==> src/rtl/vs_result_buffer_pkg.sv <==
// Shared types for the result buffer.
// Holds the buffer geometry, the pickup request type, the pickup FSM states
// and the per-entry state bits.
package vs_result_buffer_pkg;

    localparam int unsigned RESULT_BUFFER_SIZE    = 8;
    localparam int unsigned RESULT_BUFFER_ID_SIZE = $clog2(RESULT_BUFFER_SIZE);
    localparam int unsigned RESULT_BUFFER_DATA_W  = 32;

    typedef logic [RESULT_BUFFER_DATA_W-1:0] ResultBufferEntryType;

    typedef struct packed {
        logic                             Enable;
        logic [RESULT_BUFFER_ID_SIZE-1:0] RBIdx;
    } RBPickupType;

    typedef enum logic [0:0] {
        RB_PICK_IDLE,
        RB_PICK_WAIT
    } RBPickStateType;

    typedef struct packed {
        logic alloc;
        logic valid;
    } RBEntryStateType;

endpackage

==> src/rtl/vs_rb_free_finder.sv <==
// Lowest-set-bit priority encoder.
// Ports:
//   vec_i   - candidate vector (bit set = entry available)
//   found_o - at least one bit of vec_i is set
//   idx_o   - index of the lowest set bit (0 when nothing is found)
module vs_rb_free_finder
    import vs_result_buffer_pkg::*;
#(
    parameter int unsigned Width = RESULT_BUFFER_SIZE,
    parameter int unsigned IdxW  = $clog2(Width)
) (
    input  logic [Width-1:0] vec_i,
    output logic             found_o,
    output logic [IdxW-1:0]  idx_o
);

    // Scan downwards so the lowest set bit is the last one to assign.
    always_comb begin
        found_o = 1'b0;
        idx_o   = '0;
        for (int i = int'(Width) - 1; i >= 0; i--) begin
            if (vec_i[i]) begin
                found_o = 1'b1;
                idx_o   = IdxW'(i);
            end
        end
    end

endmodule

==> src/rtl/vs_result_buffer.sv <==
// Result buffer: holds results of skipped computations until decode picks
// them up.
// Ports:
//   clk_i, rst_i            - clock, asynchronous active-high reset
//   flush_i                 - synchronous clear of all entries and the pickup FSM
//   alloc_req_i/gnt_o/idx_o - entry allocation from the skip table
//   wr_en_i/idx_i/data_i    - execute write-back
//   free_en_i/free_idx_i    - explicit entry release
//   pick_i                  - pickup request {Enable, RBIdx}
//   pick_busy_o             - pickup is waiting for its result
//   pick_valid_o/data_o     - one-cycle pickup response
//   count_o, full_o         - allocated entry count, buffer full
//   err_o                   - sticky protocol error
module vs_result_buffer
    import vs_result_buffer_pkg::*;
#(
    parameter int unsigned RB_SIZE = RESULT_BUFFER_SIZE,
    parameter int unsigned DATA_W  = RESULT_BUFFER_DATA_W,
    parameter int unsigned IDX_W   = RESULT_BUFFER_ID_SIZE
) (
    input  logic              clk_i,
    input  logic              rst_i,
    input  logic              flush_i,
    input  logic              alloc_req_i,
    output logic              alloc_gnt_o,
    output logic [IDX_W-1:0]  alloc_idx_o,
    input  logic              wr_en_i,
    input  logic [IDX_W-1:0]  wr_idx_i,
    input  logic [DATA_W-1:0] wr_data_i,
    input  logic              free_en_i,
    input  logic [IDX_W-1:0]  free_idx_i,
    input  RBPickupType       pick_i,
    output logic              pick_busy_o,
    output logic              pick_valid_o,
    output logic [DATA_W-1:0] pick_data_o,
    output logic [IDX_W:0]    count_o,
    output logic              full_o,
    output logic              err_o
);

    localparam int unsigned CountW = IDX_W + 1;

    RBEntryStateType   st_q   [RB_SIZE];
    RBEntryStateType   st_d   [RB_SIZE];
    logic [DATA_W-1:0] data_q [RB_SIZE];
    logic [CountW-1:0] count_q, count_d;
    logic              full_q;

    RBPickStateType    state_q;
    logic [IDX_W-1:0]  pend_idx_q;
    logic              pick_busy_q, pick_valid_q, err_q;
    logic [DATA_W-1:0] pick_data_q;

    logic [RB_SIZE-1:0] free_vec;
    logic               free_found;
    logic               wr_ok, wr_err, free_ok, free_err;
    logic [IDX_W-1:0]   pidx;

    assign pidx = IDX_W'(pick_i.RBIdx);

    always_comb begin
        free_vec = '0;
        for (int i = 0; i < int'(RB_SIZE); i++) begin
            free_vec[i] = ~st_q[i].alloc;
        end
    end

    vs_rb_free_finder #(
        .Width(RB_SIZE),
        .IdxW (IDX_W)
    ) u_free_finder (
        .vec_i  (free_vec),
        .found_o(free_found),
        .idx_o  (alloc_idx_o)
    );

    assign alloc_gnt_o = alloc_req_i && !full_q && free_found;

    // A free to the same index as a write discards the write.
    assign wr_ok    = wr_en_i && st_q[wr_idx_i].alloc &&
                      !(free_en_i && (free_idx_i == wr_idx_i));
    assign wr_err   = wr_en_i && !st_q[wr_idx_i].alloc;
    assign free_ok  = free_en_i && st_q[free_idx_i].alloc;
    assign free_err = free_en_i && !st_q[free_idx_i].alloc;

    // Grant always targets an unallocated entry, so it never collides with
    // an accepted write or free.
    always_comb begin
        st_d = st_q;
        if (wr_ok) begin
            st_d[wr_idx_i].valid = 1'b1;
        end
        if (free_ok) begin
            st_d[free_idx_i] = '0;
        end
        if (alloc_gnt_o) begin
            st_d[alloc_idx_o].alloc = 1'b1;
            st_d[alloc_idx_o].valid = 1'b0;
        end
        count_d = count_q + CountW'(alloc_gnt_o) - CountW'(free_ok);
    end

    always_ff @(posedge clk_i or posedge rst_i) begin
        if (rst_i) begin
            for (int i = 0; i < int'(RB_SIZE); i++) begin
                st_q[i]   <= '0;
                data_q[i] <= '0;
            end
            count_q <= '0;
            full_q  <= 1'b0;
        end else if (flush_i) begin
            for (int i = 0; i < int'(RB_SIZE); i++) begin
                st_q[i]   <= '0;
                data_q[i] <= '0;
            end
            count_q <= '0;
            full_q  <= 1'b0;
        end else begin
            st_q <= st_d;
            if (wr_ok) begin
                data_q[wr_idx_i] <= wr_data_i;
            end
            count_q <= count_d;
            full_q  <= (count_d == CountW'(RB_SIZE));
        end
    end

    // Pickup FSM with registered outputs; also owns the sticky error flag.
    always_ff @(posedge clk_i or posedge rst_i) begin
        if (rst_i) begin
            state_q      <= RB_PICK_IDLE;
            pend_idx_q   <= '0;
            pick_busy_q  <= 1'b0;
            pick_valid_q <= 1'b0;
            pick_data_q  <= '0;
            err_q        <= 1'b0;
        end else if (flush_i) begin
            state_q      <= RB_PICK_IDLE;
            pend_idx_q   <= '0;
            pick_busy_q  <= 1'b0;
            pick_valid_q <= 1'b0;
            pick_data_q  <= '0;
            err_q        <= 1'b0;
        end else begin
            pick_valid_q <= 1'b0;
            err_q        <= err_q | wr_err | free_err;
            unique case (state_q)
                RB_PICK_IDLE: begin
                    if (pick_i.Enable) begin
                        if (!st_q[pidx].alloc) begin
                            err_q <= 1'b1;
                        end else if (st_q[pidx].valid) begin
                            pick_valid_q <= 1'b1;
                            pick_data_q  <= data_q[pidx];
                        end else if (wr_ok && (wr_idx_i == pidx)) begin
                            pick_valid_q <= 1'b1;
                            pick_data_q  <= wr_data_i;
                        end else if (free_en_i && (free_idx_i == pidx)) begin
                            // Entry vanishes before its result arrives.
                            err_q <= 1'b1;
                        end else begin
                            state_q     <= RB_PICK_WAIT;
                            pend_idx_q  <= pidx;
                            pick_busy_q <= 1'b1;
                        end
                    end
                end
                RB_PICK_WAIT: begin
                    if (free_en_i && (free_idx_i == pend_idx_q)) begin
                        err_q       <= 1'b1;
                        state_q     <= RB_PICK_IDLE;
                        pick_busy_q <= 1'b0;
                    end else if (wr_en_i && (wr_idx_i == pend_idx_q)) begin
                        pick_valid_q <= 1'b1;
                        pick_data_q  <= wr_data_i;
                        state_q      <= RB_PICK_IDLE;
                        pick_busy_q  <= 1'b0;
                    end
                end
                default: begin
                    state_q     <= RB_PICK_IDLE;
                    pick_busy_q <= 1'b0;
                end
            endcase
        end
    end

    assign pick_busy_o  = pick_busy_q;
    assign pick_valid_o = pick_valid_q;
    assign pick_data_o  = pick_data_q;
    assign count_o      = count_q;
    assign full_o       = full_q;
    assign err_o        = err_q;

endmodule

==> config.mk <==
export PLATFORM = sky130hd
export DESIGN_NAME = vs_result_buffer
export DESIGN_NICKNAME = d
export VERILOG_FILES = /design/src/rtl/vs_result_buffer_pkg.sv /design/src/rtl/vs_rb_free_finder.sv /design/src/rtl/vs_result_buffer.sv
export SDC_FILE = /design/constraint.sdc
export NUM_CORES = 1
export LEC_CHECK = 0
export ABC_AREA = 1
export ABC_CLOCK_PERIOD_IN_PS = 13400
export BUFFER_PORTS_ARGS = -buffer_cell sky130_fd_sc_hd__buf_2
export CAP_MARGIN = 20
export CORE_MARGIN = 8
export CORE_UTILIZATION = 45
export DETAILED_ROUTE_END_ITERATION = 16
export PLACE_DENSITY = 0.72
export SLEW_MARGIN = 0
export SYNTH_ARGS = -nofsm -noshare
export SYNTH_HDL_FRONTEND = slang
export SYNTH_SLANG_ARGS = --single-unit
==> constraint.sdc <==
create_clock -name clk_i -period 13.4 [get_ports clk_i]
set_clock_uncertainty 0.1 [all_clocks]
set_input_delay 0.67 -clock clk_i [delete_from_list [all_inputs] [get_ports clk_i]]
set_output_delay 0.67 -clock clk_i [all_outputs]
set_load 0.02 [all_outputs]
==> impl_metrics.py, run 1 <==
metrics = {
    "power": {
        "power_switching_w": 0.0007035,
        "total_power_w": 0.002334,
        "combPwrFrac_pct": 16.3,
        "sequentialPowerShare_pct": 43.8,
        "cell_internal_pwr_w": 0.001630,
        "cellPowerDensity_mw_per_mm2": 121.9,
        "p_leak_nw": 9.282,
        "swShare_pct": 30.15,
        "ir_worst_vdd_uv": 87.37,
        "clock_share_of_power_pct": 39.8,
    },
    "final_layout": {
        "most-common-layout-cells": "632 x nand2_1, 350 x inv_1, 316 x dfrtp_1",
        "area.growth.synth_to_final_pct": 7.556,
        "final_common_cell": "nand2_1",
        "final_layout_size_suffix_gt1_share_pct": 17.04,
        "antennaDiodeCount": 0,
        "stdcell_area_mm2": 0.01915,
        "finish.net_count": 2193,
        "fillCellCount": 3633,
    },
    "setup_path": {
        "worst-setup-path-type": "in2reg",
        "crit_fanout": 40,
        "crit_required_ns": 13.70,
        "start_kind": "input port",
        "worst-endpoint-arrival_ns": 4.47,
        "critPathCaptureType": "register",
    },
    "clocking": {
        "cts_setup_buffers": 0,
        "total_clock_sinks": 316,
        "cts_root_buf": "clkbuf_16",
        "clkSlewWorstSetupHoldPaths_ns": 0.06,
        "cts-resized-gates": 0,
        "tritoncts_clock_tree": "built",
        "tritoncts.num_buffers": 36,
        "cts_hold_repair.buffers": 0,
        "clk-insertion-delay-late_ns": 0.53,
        "max-clock-path-buffers": 3,
        "cts_max_level": 2,
    },
    "placed_design": {
        "gp_routability_congestion": 0.8680,
        "pre_cts_slack_ns": 8.781,
        "final_hpwl_dp_mm": 28.99,
        "place.port_buffers": 91,
        "dpl-instance-area_mm2": 0.01804,
    },
    "timing": {
        "maxSlewHeadroom_pct": 23.04,
        "timing.fmax_ghz": 0.2399,
        "timing.final.hold_violations": 0,
        "worstMarginPinSlew_ns": 1.154,
        "timing_max_transition_violations_final": 0,
        "post-route-period-util_pct": 31.11,
        "whs_ns": 0.2333,
        "setup_viol": 0,
        "finalWorstSetupSlack_ns": 9.232,
        "final.setup.tns_ns": 0,
        "period_needed_ns": 4.168,
        "grt_setup_unrepaired": "no",
    },
    "floorplanning": {
        "die_y_um": 214.9,
        "die_area_mm2": 0.04618,
        "die_x_um": 214.9,
        "rows": 73,
        "io_pins": 92,
        "initial_utilization_pct": 45.22,
        "core_area_mm2": 0.03937,
    },
    "route": {
        "routed_length_per_placed_instance_um": 19.31,
        "count_of_unresolved_drc_violations_after_routing": 0,
        "drt.antenna.violating_nets": 0,
        "detail_route.first_pass.iterations": 6,
        "post_drt_via_cell_ratio": 5.581,
        "finalWirelength_mm": 51.84,
        "drtIter0Drc": 1485,
        "dr_total_vias": 14980,
    },
    "synth": {
        "combinational_family_with_the_most_area_after_synthesis": "simple AND/OR/NAND/NOR gates",
        "yosysWarningCount": 0,
        "register_bit_total_from_synthesis": 316,
        "synth_cells": 2131,
        "synth-main-ff-cell": "dfrtp_1",
        "yosys.area_share.simple_pct": 25.11,
        "synth_area_mm2": 0.01780,
        "ys_types": 41,
        "synth_compound_area_share_pct": 16.28,
        "synth_adder_area_share_pct": 0.3936,
        "synth_enable_flop_cells": 0,
        "synthMuxAreaShare_pct": 0,
        "ys_async_sr_fraction_pct": 100.0,
        "synth.net_count": 2184,
        "synth.yosys.seq_area_share_pct": 44.42,
        "post_synthesis_share_of_cell_area_spent_on_xor_and_xnor_gates_pct": 0.2460,
        "synthesis.area_per_instance_um2": 8.353,
    },
    "status": {
        "run_status": "finished clean",
    },
    "global_route": {
        "antenna_found_initial": 1,
        "grt_pass1_vias": 15240,
        "globalRouteOverflowTotal": 0,
        "grt_util_all_layers_pct": 22.05,
        "grt_pass1_wl_mm": 83.66,
        "grt_max_degree": 194,
    },
    "hold_path": {
        "hp-class": "in2async",
    },
    "job": {
        "maxCapViolCount": 0,
    },
}
[routing by layer]
metal	part of all wire (%)	GRT usage, %	vias up
met4	2.4	6.787	2
met5	0.025	0	-
met1	42	29.28	7338
met2	47	36.16	713
li1	-	-	6820
met3	8.9	4.199	111
[registers in the layout, summed over array words and instances, names as in the netlist]
register,flops
state_q,1
err_o,1
pick_busy_o,1
st_q,16
pend_idx_q,3
count_o,4
data_q,256
full_o,1
pick_data_o,32
pick_valid_o,1
[cells by family (layout without fill, tap and decap cells)]
logic type,count (synthesis),count (layout)
and+or+nand+nor,998,998
xor gates and xnor gates,5,5
adders and majority gates,5,5
DFF,316,316
buffers and inverters,507,536
AOI/OAI and AO/OA,300,300
[synthesized netlist by cell type (18+ instances only)]
master	number	share of area, %
dfrtp_1	316	44
nand3_1	253	7.1
o22ai_2	180	13
nand2_1	632	13
o21ai_1	59	1.7
buf_6	32	2.0
nand4_1	35	1.2
buf_2	54	1.5
inv_1	352	7.4
o21ai_0	27	0.76
nor3_1	21	0.59
clkbuf_1	18	0.38
nor2_1	32	0.67
[power groups by stage]
stage	Clock, W	Sequential (W)	Combinational (W)
after CTS	0.000936	0.00102	0.000381
after global placement	0	0.00104	0.000371
final	0.000930	0.00102	0.000382
after floorplan	0	0.00106	0.000237
after global routing	0.000977	0.00103	0.000418
after detailed placement	0	0.00104	0.000379
[critical path, stage by stage]
cell and delay [ns]:
buf_2 0.07, buf_4 0.47, inv_1 0.64, buf_4 0.43
nand2_1 0.07, o21ai_0 0.07, nor3_1 0.25, nand3_2 0.15
nand3_2 0.64, nand3_4 0.63, nand2_1 0.23, nand2_1 0.07
[area by class of cell]
class	instances	area (um^2)	area share [%]
flip-flops and latches	316	7908	41.30
multi-input cells	1308	7482	39.08
inverters	371	1415	7.391
clock buffers	53	1005	5.248
well taps	525	656.9	3.431
repair buffers	107	610.6	3.189
clock inverters	5	68.82	0.3594
[per-stage QoR]
| step | cells | utilization (%) |
|---|---|---|
| floorplan | 2131 | - |
| global placement | 2626 | 45.84 |
| detailed placement | 2626 | 45.84 |
| CTS | 2684 | 48.57 |
| global route | 2685 | 48.63 |
| finish | 2685 | 48.63 |
[final timing paths]
path / slack [ns] / start / to / cells past startpoint
max: 9.23 / pick_i[1] / pick_data_o[30]$_DFFE_PP0P_ / 12
min: 0.23 / rst_i / data_q[148]$_DFFE_PP0P_ / 2
max reg2reg: 10.21 / state_q$_DFF_PP0_ / pick_data_o[30]$_DFFE_PP0P_ / 5
min reg2reg: 0.39 / pick_data_o[8]$_DFFE_PP0P_ / pick_data_o[8]$_DFFE_PP0P_ / 2
max in group asynchronous: 11.37 / rst_i / data_q[134]$_DFFE_PP0P_ / 3
min in group clk_i: 0.38 / flush_i / count_o[1]$_DFF_PP0_ / 2
No activity file was read; power rests on OpenSTA's default activity.
==> inputs of run 2 (changes only) <==
--- a/config.mk
+++ b/config.mk
@@ -6,7 +6,7 @@
 export NUM_CORES = 1
 export LEC_CHECK = 0
 export ABC_AREA = 1
-export ABC_CLOCK_PERIOD_IN_PS = 13400
+export ABC_CLOCK_PERIOD_IN_PS = 3950
 export BUFFER_PORTS_ARGS = -buffer_cell sky130_fd_sc_hd__buf_2
 export CAP_MARGIN = 20
 export CORE_MARGIN = 8
==> constraint.sdc (replaced) <==
create_clock -name clk_i -period 3.95 [get_ports clk_i]
set_clock_uncertainty 0.1 [all_clocks]
set_input_delay 0.1975 -clock clk_i [delete_from_list [all_inputs] [get_ports clk_i]]
set_output_delay 0.1975 -clock clk_i [all_outputs]
set_load 0.02 [all_outputs]
==> impl_metrics.py, run 2 (synthesis results as in run 1) <==
metrics = {
    "global_route": {
        "grt_util_all_layers_pct": 22.30,
        "grt_max_degree": 140,
        "met2_usage_grt_pct": 36.07,
        "globalRouteOverflowTotal": 0,
        "grt-busiest-layer": "met2",
        "grt_pass1_vias": 15510,
        "grt.met3_usage_pct": 3.497,
        "met1_usage_pct": 30.18,
        "antenna_found_initial": 0,
        "grt_pass1_wl_mm": 84.70,
    },
    "final_layout": {
        "finish.net_count": 2206,
        "combined_flip_flop_and_latch_cell_area_mm2": 0.007908,
        "most-common-layout-cells": "632 x nand2_1, 350 x inv_1, 316 x dfrtp_1",
        "stdcell_count": 2703,
        "fillCellCount": 3634,
        "finalCoreUtilization_pct": 49.23,
        "antennaDiodeCount": 0,
        "register_ranked_first_by_flip_flop_count": "data_q",
        "final_common_cell": "nand2_1",
        "multi_input_area_mm2": 0.007482,
        "final_layout_size_suffix_gt1_share_pct": 17.72,
        "area.growth.synth_to_final_pct": 8.878,
        "max_ffs_per_register": 256,
    },
    "setup_path": {
        "critical_path.slowest_cell": "dfrtp_1",
        "critical_path.startpoint": "st_q[7]$_DFF_PP0_",
        "critical_path.endpoint": "full_o$_DFF_PP0_",
        "ff2ff_path_depth": 17,
        "worst-setup-path-type": "reg2reg",
        "reg2reg_from": "st_q[7]$_DFF_PP0_",
        "cp_slowest_stage_delay_ns": 0.44,
        "critPathCaptureType": "register",
        "crit_required_ns": 4.29,
        "crit_fanout": 7,
        "worst-endpoint-arrival_ns": 3.17,
        "timing.rr.end": "full_o$_DFF_PP0_",
        "start_kind": "register",
        "timing.reg2reg.setup_slack_ns": 1.12,
        "timing.critical_path.cells": "inv_1 > o21ai_0 > nand2_1 > nand2_1 > nand2_1 > nand2_1 > nand2_1 > inv_1 > ha_1 > inv_1 > ha_1 > inv_1 > fa_1 > xnor2_1 > inv_1 > nand3_1 > nor3_1",
    },
    "placed_design": {
        "place.port_buffers": 91,
        "pre_cts_slack_ns": 0.9726,
        "final_hpwl_dp_mm": 30.57,
        "gp_routability_congestion": 0.8163,
        "place.detailed.instances": 2635,
    },
    "clocking": {
        "tritoncts_clock_tree": "built",
        "max-clock-path-buffers": 3,
        "clkSlewWorstSetupHoldPaths_ns": 0.06,
        "cts_setup_buffers": 0,
        "cts_root_buf": "clkbuf_16",
        "cts_max_level": 2,
        "clk-insertion-delay-late_ns": 0.53,
        "total_clock_sinks": 316,
        "tritoncts.num_buffers": 36,
    },
    "route": {
        "drtIter0Drc": 1494,
        "routed_length_per_placed_instance_um": 19.43,
        "finalWirelength_mm": 52.52,
        "drt.antenna.violating_nets": 0,
        "detail_route.first_pass.iterations": 6,
        "count_of_unresolved_drc_violations_after_routing": 0,
        "post_drt_via_cell_ratio": 5.586,
        "dr_total_vias": 15100,
    },
    "floorplanning": {
        "die_area_mm2": 0.04618,
        "die_x_um": 214.9,
        "core_area_mm2": 0.03937,
        "initial_utilization_pct": 45.22,
        "die_y_um": 214.9,
        "io_pins": 92,
        "rows": 73,
    },
    "timing": {
        "timing.fmax_ghz": 0.3532,
        "timing.final.hold_violations": 0,
        "grt_setup_unrepaired": "no",
        "worstMarginPinSlew_ns": 0.9494,
        "finalWorstSetupSlack_ns": 1.119,
        "period_needed_ns": 2.831,
        "post-route-period-util_pct": 71.67,
        "maxSlewHeadroom_pct": 36.71,
        "setup_viol": 0,
        "timing_max_transition_violations_final": 0,
    },
    "power": {
        "cellPowerDensity_mw_per_mm2": 413.0,
        "ir_worst_vdd_uv": 254.8,
        "p_leak_nw": 9.398,
    },
    "hold_path": {
        "holdPathStages": 5,
        "hp-class": "in2reg",
    },
    "job": {
        "maxCapViolCount": 0,
    },
    "status": {
        "run_status": "finished clean",
    },
}
## run 2: changes by cell type in the layout (fill, tap and decap cells not counted), sizes merged
cell / change
clkbuf: +2
buf: +9
clkinv: +3
bufinv: -1
dlygate4sd3: +4
inv: -1
clkinvlp: +2
## run 2: layout make-up
type / count / area share [%]
Multi-Input combinational cell: 1308 / 38.61
Sequential cell: 316 / 40.80
Clock buffer: 55 / 5.533
Inverter: 371 / 7.282
Clock inverter: 8 / 0.2970
Tap cell: 525 / 3.389
Timing Repair Buffer: 120 / 4.093
## run 2: power by group
| group | internal (W) | total (W) | switching (W) |
|---|---|---|---|
| clock | 0.00187 | 0.00323 | 0.00136 |
| combinational | 0.000374 | 0.00133 | 0.000954 |
| sequential | 0.00335 | 0.00344 | 0.0000908 |
## run 2: per-layer routing
| layer | vias up | routed length (um) | share of wire [%] |
|---|---|---|---|
| met4 | 0 | 1449 | 2.8 |
| met3 | 123 | 4044 | 7.7 |
| met2 | 719 | 24110 | 46 |
| met1 | 7417 | 22920 | 44 |
| met5 | - | 0 | 0 |
| li1 | 6840 | - | - |
## run 2: what timing repair did
| action | CTS | global route |
|---|---|---|
| resized for setup | 0 | 0 |
| hold endpoints to repair | 20 | 0 |
| hold buffers | 4 | 0 |
## run 2: worst min path at each step
| stage | startpoint | to | slack, ns |
|---|---|---|---|
| floorplan | flush_i | count_o[1]$_DFF_PP0_ | 0.35 |
| global placement | rst_i | data_q[247]$_DFFE_PP0P_ | 0.12 |
| detailed placement | rst_i | data_q[213]$_DFFE_PP0P_ | 0.12 |
| CTS | free_en_i | err_o$_DFF_PP0_ | 0.06 |
| global route | free_en_i | err_o$_DFF_PP0_ | 0.08 |
| finish | free_en_i | err_o$_DFF_PP0_ | 0.08 |
## run 2: worst max-delay path, delay by kind of cell, from the launching register on
family,cells,cell delay [ns]
simple gates,7,0.65
compound gates,1,0.21
buf+inv,5,0.43
xor+xnor,1,0.13
fa+ha+maj,3,0.77
flops,1,0.44
## run 2: per-stage QoR
step / hold slack, ns / instance area (um^2) / TNS, ns / total power [W]
5_1_grt: 0.08253 / 19380 / 0 / 0.008309
3_5_place_dp: 0.1223 / 18180 / 0 / 0.004813
3_3_place_gp: 0.1227 / 18180 / 0 / 0.004794
4_1_cts: 0.05721 / 19350 / 0 / 0.008036
2_1_floorplan: 0.3526 / 17800 / -176.44 / 0.004405
6_report: 0.07925 / 19380 / 0 / 0.008005
